## src/rtl/inst_cache.sv

```systemverilog
// inst_cache: direct-mapped, read-only instruction cache, 4-byte lines.
//
// Sits between the instruction fetch stage and the byte-wide memory arbiter.
// Lookup is combinational. On a miss, the cache fills one line, one byte per
// mem_ready handshake. Fetch keeps presenting the same PC until
// inst_available rises.
//
// Build option: define ICACHE_RVC_EN to enable compressed (16-bit) support.
// This covers halfword-aligned fetch, the length decode, and the lookup and
// fill of the following line for 32-bit instructions that straddle two lines.
// Without the macro, fetch is word-aligned, inst is the full line word, and
// inst_length is always 1.
//
// Ports:
//   clk_in          clock
//   rst_in          asynchronous reset, active low
//   rdy_in          global ready; low freezes FSM, counter, request and array
//   fetch_addr      fetch PC
//   inst_available  instruction at fetch_addr fully present (combinational)
//   inst            instruction word (16-bit ones zero-extended), 0 if absent
//   inst_length     1 = 32-bit, 0 = 16-bit
//   mem_req         byte read request (registered)
//   mem_addr        byte address of the request (registered)
//   mem_ready       arbiter accepted the request; mem_data valid this cycle
//   mem_data        returned byte
module inst_cache #(
    parameter int INDEX_BITS = 6
) (
    input  logic        clk_in,
    input  logic        rst_in,
    input  logic        rdy_in,
    input  logic [31:0] fetch_addr,
    output logic        inst_available,
    output logic [31:0] inst,
    output logic        inst_length,
    output logic        mem_req,
    output logic [31:0] mem_addr,
    input  logic        mem_ready,
    input  logic [7:0]  mem_data
);
    localparam int LINES = 1 << INDEX_BITS;
    localparam int TAG_W = 30 - INDEX_BITS;

    typedef enum logic {IDLE, FILL} state_t;

    // Line storage. Only the valid bits need a reset.
    logic [LINES-1:0] valid_q;
    logic [TAG_W-1:0] tag_q  [LINES];
    logic [31:0]      data_q [LINES];

    state_t      state;
    logic [1:0]  cnt;
    logic [23:0] fill_buf;   // first three bytes of the line, byte 0 lowest

    logic [31:0]           word_addr;
    logic [INDEX_BITS-1:0] lo_idx;
    logic [TAG_W-1:0]      lo_tag;
    logic                  lo_hit;
    logic [31:0]           lo_word;
    logic                  miss_req;
    logic [31:0]           miss_base;
    logic                  fill_done;
    logic [INDEX_BITS-1:0] fill_idx;
    logic [TAG_W-1:0]      fill_tag;

    assign word_addr = fetch_addr & ~32'd3;
    assign lo_idx    = word_addr[INDEX_BITS+1:2];
    assign lo_tag    = word_addr[31:INDEX_BITS+2];
    assign lo_hit    = valid_q[lo_idx] && (tag_q[lo_idx] == lo_tag);
    assign lo_word   = data_q[lo_idx];

`ifdef ICACHE_RVC_EN
    logic [31:0]           hi_base;
    logic [INDEX_BITS-1:0] hi_idx;
    logic [TAG_W-1:0]      hi_tag;
    logic                  hi_hit;
    logic [15:0]           hi_half;
    logic [15:0]           lo_half;
    logic                  is32;
    logic                  straddle;

    // Line holding fetch_addr+2. The add wraps at 2^32, so index rolls to 0
    // and the tag carries.
    assign hi_base  = (fetch_addr + 32'd2) & ~32'd3;
    assign hi_idx   = hi_base[INDEX_BITS+1:2];
    assign hi_tag   = hi_base[31:INDEX_BITS+2];
    assign hi_hit   = valid_q[hi_idx] && (tag_q[hi_idx] == hi_tag);
    assign hi_half  = 16'(data_q[hi_idx]);
    assign lo_half  = 16'(lo_word >> {fetch_addr[1:0], 3'b000});
    assign is32     = (lo_half[1:0] == 2'b11);
    assign straddle = is32 && fetch_addr[1];

    always_comb begin
        inst_available = lo_hit && (!is32 || !fetch_addr[1] || hi_hit);
        inst           = '0;
        inst_length    = 1'b0;
        if (inst_available) begin
            inst_length = is32;
            if (!is32)
                inst = {16'h0000, lo_half};
            else if (straddle)
                inst = {hi_half, lo_half};
            else
                inst = lo_word;
        end
    end

    // The lo line always takes priority; the hi line is fetched on the
    // re-detect cycle after the lo fill lands.
    assign miss_req  = !lo_hit || (straddle && !hi_hit);
    assign miss_base = !lo_hit ? word_addr : hi_base;
`else
    assign inst_available = lo_hit;
    assign inst           = lo_hit ? lo_word : 32'h0;
    assign inst_length    = 1'b1;
    assign miss_req       = !lo_hit;
    assign miss_base      = word_addr;
`endif

    // mem_addr holds the line base plus the byte counter for the whole fill.
    // Its upper bits therefore name the line that is being filled.
    assign fill_idx  = mem_addr[INDEX_BITS+1:2];
    assign fill_tag  = mem_addr[31:INDEX_BITS+2];
    assign fill_done = (state == FILL) && rdy_in && mem_ready && (cnt == 2'd3);

    always_ff @(posedge clk_in) begin
        if (fill_done) begin
            data_q[fill_idx] <= {mem_data, fill_buf};
            tag_q[fill_idx]  <= fill_tag;
        end
    end

    always_ff @(posedge clk_in or negedge rst_in) begin
        if (!rst_in) begin
            valid_q  <= '0;
            state    <= IDLE;
            cnt      <= 2'd0;
            mem_req  <= 1'b0;
            mem_addr <= 32'h0;
            fill_buf <= 24'h0;
        end else if (rdy_in) begin
            case (state)
                IDLE: begin
                    if (miss_req) begin
                        state    <= FILL;
                        mem_req  <= 1'b1;
                        mem_addr <= miss_base;
                        cnt      <= 2'd0;
                    end
                end
                FILL: begin
                    if (mem_ready) begin
                        if (cnt == 2'd3) begin
                            valid_q[fill_idx] <= 1'b1;
                            state             <= IDLE;
                            mem_req           <= 1'b0;
                            cnt               <= 2'd0;
                        end else begin
                            // Shift in from the top. After three bytes,
                            // byte 0 sits in the low byte.
                            fill_buf <= {mem_data, fill_buf[23:8]};
                            cnt      <= cnt + 2'd1;
                            mem_addr <= {mem_addr[31:2], cnt + 2'd1};
                        end
                    end
                end
                default: state <= IDLE;
            endcase
        end
    end

endmodule
```

## config.mk

```make
export PLATFORM = sky130hd
export DESIGN_NAME = inst_cache
export DESIGN_NICKNAME = d
export VERILOG_FILES = /design/src/rtl/inst_cache.sv
export SDC_FILE = /design/constraint.sdc
export NUM_CORES = 2
export LEC_CHECK = 0
export CORE_MARGIN = 5
export CORE_UTILIZATION = 57
export CTS_CLUSTER_DIAMETER = 40
export CTS_CLUSTER_SIZE = 10
export DETAILED_ROUTE_END_ITERATION = 6
export PLACE_DENSITY = 0.76
export RECOVER_POWER = 100
export SYNTH_ARGS = -nofsm -noshare
export SYNTH_HDL_FRONTEND = slang
export SYNTH_SLANG_ARGS = --single-unit
export TNS_END_PERCENT = 30
```

## constraint.sdc

```tcl
create_clock -name clk_in -period 6.4 [get_ports clk_in]
set_clock_uncertainty 0.05 [all_clocks]
set_input_delay 1.28 -clock clk_in [delete_from_list [all_inputs] [get_ports clk_in]]
set_output_delay 1.28 -clock clk_in [all_outputs]
set_load 0.1 [all_outputs]
```

# Word level (Yosys, flattened, before mapping)

Memories as Yosys holds them, arrays and structs flattened.
Index checks and enable logic that the tools add are counted.

Bits in registers: 124
Bits in latches: 0
Memory bits (writable): 3584
Memory bits (read-only): 0
Bits of input ports: 44
Logic and storage cells: 56
Memories kept: 2

Add/subtract/negate cells: 1
Multiply operators: 0
Divide/modulo/power cells: 0
Order comparisons: 3
Eq/ne operators: 6
Shift-type cells: 0
Muxes and demuxes: 23
Bitwise operators: 3
Reductions and logical operators: 11

Memories:

| name   | words | width | read ports | clocked after Yosys merged registers in | write ports | RTL line | RTL |
|---|---|---|---|---|---|---|---|
| data_q | 64    | 32    | 1          | 0                                       | 1           | 49       | `logic [31:0] data_q [LINES];` |
| tag_q  | 64    | 24    | 1          | 0                                       | 1           | 48       | `logic [TAG_W-1:0] tag_q [LINES];` |

Operator list:

| kind                                                               | count |
|---|---|
| two-way mux 32 bit                                                 | 2 |
| OR 64 bit                                                          | 1 |
| case mux 32 bit (2 select lines)                                   | 1 |
| == test 24 bit                                                     | 1 |
| AND reduction 4 bit                                                | 4 |
| less-than comparator 6 x 7 -> 1 bit (second input constant)        | 2 |
| two-way mux 1 bit                                                  | 10 |
| two-way mux 2 bit                                                  | 5 |
| binary-select mux 1 bit (select 6 bit)                             | 1 |
| demux 1 bit (select 6 bit)                                         | 1 |
| greater-or-equal comparator 6 x 1 -> 1 bit (second input constant) | 1 |
| != test 2 bit (second input constant)                              | 3 |
| AND reduction 3 bit                                                | 2 |
| logical AND 1 bit                                                  | 5 |
| case mux 1 bit (2 select lines)                                    | 2 |
| case mux 2 bit (2 select lines)                                    | 1 |
| adder 2 x 1 -> 2 bit (second input constant)                       | 1 |
| == test 2 bit (second input constant)                              | 1 |
| != test 2 x 1 -> 1 bit (second input constant)                     | 1 |
| NOT 1 bit                                                          | 2 |

# Depth between registers and ports, before layout

Word-level depth: 5
Gate-level depth with buffers: 18
Mapped depth without buffers: 9

# Worst setup path after synthesis

No wires, ideal clock.

Path type: input to output
From: input fetch_addr[2]
To: output inst[10]
Arrival time: 5.830 ns
Required time: 5.070 ns
Slack: -0.760 ns
Stages on the path: 15
Path through: buf_6 > buf_6 > buf_6 > buf_6 > buf_6 > buf_2 > mux4_2 > a22oi_1 > nand4_1 > xor2_1 > nor4b_1 > o211ai_1 > or4_4 > clkbuf_1 > nor2b_1

Word-level cells in the longest chain between the ends: 4

RTL lines:

| item                                                                                  | RTL line | RTL |
|---|---|---|
| from (decl)                                                                           | 32       | `input logic [31:0] fetch_addr,` |
| memory (64 x 24 bit) / binary-select mux 1 bit (select 6 bit) (equally long branches) | -        |  |
| == test 24 bit / two-way mux 1 bit (equally long branches)                            | 69       | `assign lo_hit = valid_q[lo_idx] && (tag_q[lo_idx] == lo_tag);` |
| logical AND 1 bit                                                                     | 69       |  |
| two-way mux 32 bit (*)                                                                | 114      | `assign inst = lo_hit ? lo_word : 32'h0;` |
| to (decl)                                                                             | 34       | `output logic [31:0] inst,` |

Every way passes the cells marked *; elsewhere a longest branch is shown, timed or not. The select of a mux whose other input is x is not followed.

# Final worst setup path

From: input fetch_addr[4]
To: output inst[14]

Same word-level chain as after synthesis.

==> flow_summary.yaml <==
outcome:
  status: "finished with violations"
  violations: "DRC, capacitance limit, slew limit, setup timing"
route:
  drt_iter0_markers: 14046
  drt-pass1-iter-count: 7
  route.detailed.drc: 11
  wl_mm: 449
  drt-vias-per-instance: 7.36
  vias: 77865
  routedWlPerCell_um: 42.4
  ant_nets: 0
final_layout:
  syn2layout_area_growth_pct: 15.7
  fillerInstances: 14995
  final_design_area_no_fill_um2: 166000
  utilization_pct: 66.1
  fin_cells: 10583
  drive_above_1_share_pct: 31.3
  fin_nets: 6982
logic_synthesis:
  yosys.area.top_type: "edfxtp_1"
  syn_inst: 6184
  yosys_warnings: 0
  ys_seq_area_share_pct: 77.4
  yosys_register_bits: 3708
  synth_area_um2: 143000
  synth_edf_count: 3584
  synth_nets: 6229
  ys.flop_type: "edfxtp_1"
  avgSynthCellArea_um2: 23.1
  synth.distinct_cells: 82
  async_flop_share_pct: 3.34
  yosysMostFrequentCell: "edfxtp_1"
  synth_commonest_cells: "3584 x edfxtp_1, 1019 x mux4_2, 175 x clkbuf_1, 130 x mux2i_1, 124 x dfrtp_1"
  synth_top_area_share_pct: 75.2
  synthTopCellsByArea: "edfxtp_1 75%, mux4_2 16%, dfrtp_1 2.2%"
global_route:
  grt_max_degree: 124
  grt_pass1_wl_mm: 615
  grt_pass1_vias: 78521
  grt.total_usage_pct: 33.9
  gr-total-overflow: 0
  antenna_found_initial: 17
place:
  dp.cells: 9771
  placed_cell_area_um2: 152000
  place.gp.congestion: 0.913
  dp_worst_setup_slack_ps: -611
  port_buffers: 107
  hpwl_mm: 212
critical_path:
  worst_setup_path_start_kind: "primary input"
  critPathKind: "in -> out"
  path_delay_family: "simple AND/OR/NAND/NOR gates"
  cp.arrival_ps: 5550
  worstPathRequired_ps: 5070
  reg2reg_slack_ps: -30
  cpMostUsedCell: "buf_12"
  reg2reg_depth: 6
  rr_startpoint: "cnt[0]"
  crit_chain: "buf_4, buf_12, buf_4, nand3b_1, buf_4, o22ai_1, nor4_1, nand2_1, and3_1, nor4_2, nand4b_1, or4_4, buf_12, clkbuf_16, buf_12, nor2b_4, buf_12"
  crit_slowest_cell: "nor4_1"
  rr_endpoint: "data_q[10][28]"
  setup.worst_path.end_class: "output pin"
  cp_max_fo: 16
  cp_slowest_stage_delay_ps: 680
  crit_buf_inv: 8
timing:
  rsz0062_at_grt: "true"
  timing.fmax_mhz: 145
  period_share_pct: 107
  finalHoldViolCount: 0
  fin_setup_tns_ps: -16860
  slew_violations: 7265
  layout_setup_ws_ps: -480
  holdWs_ps: 412
  finalCriticalPeriod_ps: 6880
  finalSetupViolCount: 77
  tightestPinTransition_ps: 4890
  slew_headroom_pct: -226
hold_path:
  hold_class: "reg -> reg"
  worstHoldStart: "valid_q[41]"
  holdPathEnd: "valid_q[41]"
  hold_path_depth: 1
floorplanning:
  chipWidth_um: 511
  die_h_um: 511
  start_util_pct: 57.1
  core_um2: 250000
  pin_count: 111
  dieArea_um2: 261000
  rows: 184
cts:
  ctsHoldBuffers: 0
  htreeDepth: 5
  clk_latency_ps: 1030
  cts_buffers: 468
  clk_root_buffer_cell: "clkbuf_16"
  clk_pin_slew_ps: 50
  cts.sinks: 3708
  clockBufferDepth: 4
  cts_tree: "built"
flow_run:
  max_cap_viol_count: 181
pwr:
  max-vdd-ir-drop_v: 0.000393
  p_leak_nw: 53.2
  power_density_nw_per_um2: 374
  power_mw: 61.9
layout make-up:
type	count	area, um^2	area share, %
inverter	39	156	0.0945
clock inverter	113	1350	0.815
sequential	3708	111000	66.9
clock buffer	645	12600	7.62
tap	3348	4190	2.53
antenna	10	25.0	0.0151
timing repair buffer	627	5600	3.39
multi-input combinational	2093	30900	18.6
worst reg2reg max path, stage by stage, from the launching register on:
cell and delay (ps):
dfrtp_1 410, ha_1 290, and3_1 250, and3_1 310
nand2_1 360, nor2_1 2290, clkbuf_1 1980
logic make-up after synthesis:
family / Yosys count / synth area share (%)
compound gates: 363 / 1.82
xor+xnor: 11 / 0.0673
fa+ha+maj: 1 / 0.00875
buf+inv: 383 / 1.33
flops: 3708 / 77.4
mux: 1199 / 17.3
other cells: 1 / 0.00262
simple gates: 518 / 2.02
sequential cells by signal, summed over array words and instances, names as in the netlist:
signal / cells
data_q: 2048
state: 1
fill_buf: 24
valid_q: 64
tag_q: 1536
cnt: 2
mem_addr: 32
mem_req: 1
worst max-delay path by stage:
stage | from | to | depth (start not counted)
final | fetch_addr[4] | inst[14] | 17
after global placement | fetch_addr[2] | inst[4] | 17
after floorplan | fetch_addr[3] | inst[0] | 15
after global routing | fetch_addr[3] | inst[14] | 17
after CTS | fetch_addr[2] | inst[22] | 16
after detailed placement | fetch_addr[3] | inst[22] | 16
cell usage in the layout (no fill, tap or decap), drive strengths merged, types with 18 or more instances in the layout:
master,synthesis,layout
o21ai,26,26
o211ai,33,33
or2,70,70
a41oi,30,30
clkdlybuf4s50,0,38
clkinv,1,69
nor2b,45,45
nor3,45,45
mux2i,130,130
a22oi,55,55
clkbuf,175,831
bufinv,0,24
buf,169,382
inv,38,53
edfxtp,3584,3584
a221oi,18,18
nand4,42,42
nand2,67,67
o22ai,42,42
nand3,66,66
nor2,92,92
a21oi,64,64
dfrtp,124,124
mux4,1019,1019
mux2,50,50
power breakdown:
part           internal [mW]  total, mW  switching, mW  leakage, nW
Clock                   14.6       24.4           9.81         6.77
Combinational           1.53       6.16           4.64         12.6
Sequential              30.4       31.4           1.01         33.8
timing repair:
item	CTS	global route
gates resized for setup	46	68
cloned	3	4
pin swaps	7	13
buffers inserted	2	36
endpoints found under the setup margin	33	33
per-layer routing:
layer	vias to the layer above	routed length [um]	track usage, %
met3	1978	66800	9.32
li1	28047	-	-
met1	39670	137000	43.4
met5	-	85	0
met2	8158	209000	52.4
met4	12	35700	20.4
(Power assumes the default switching activity.)
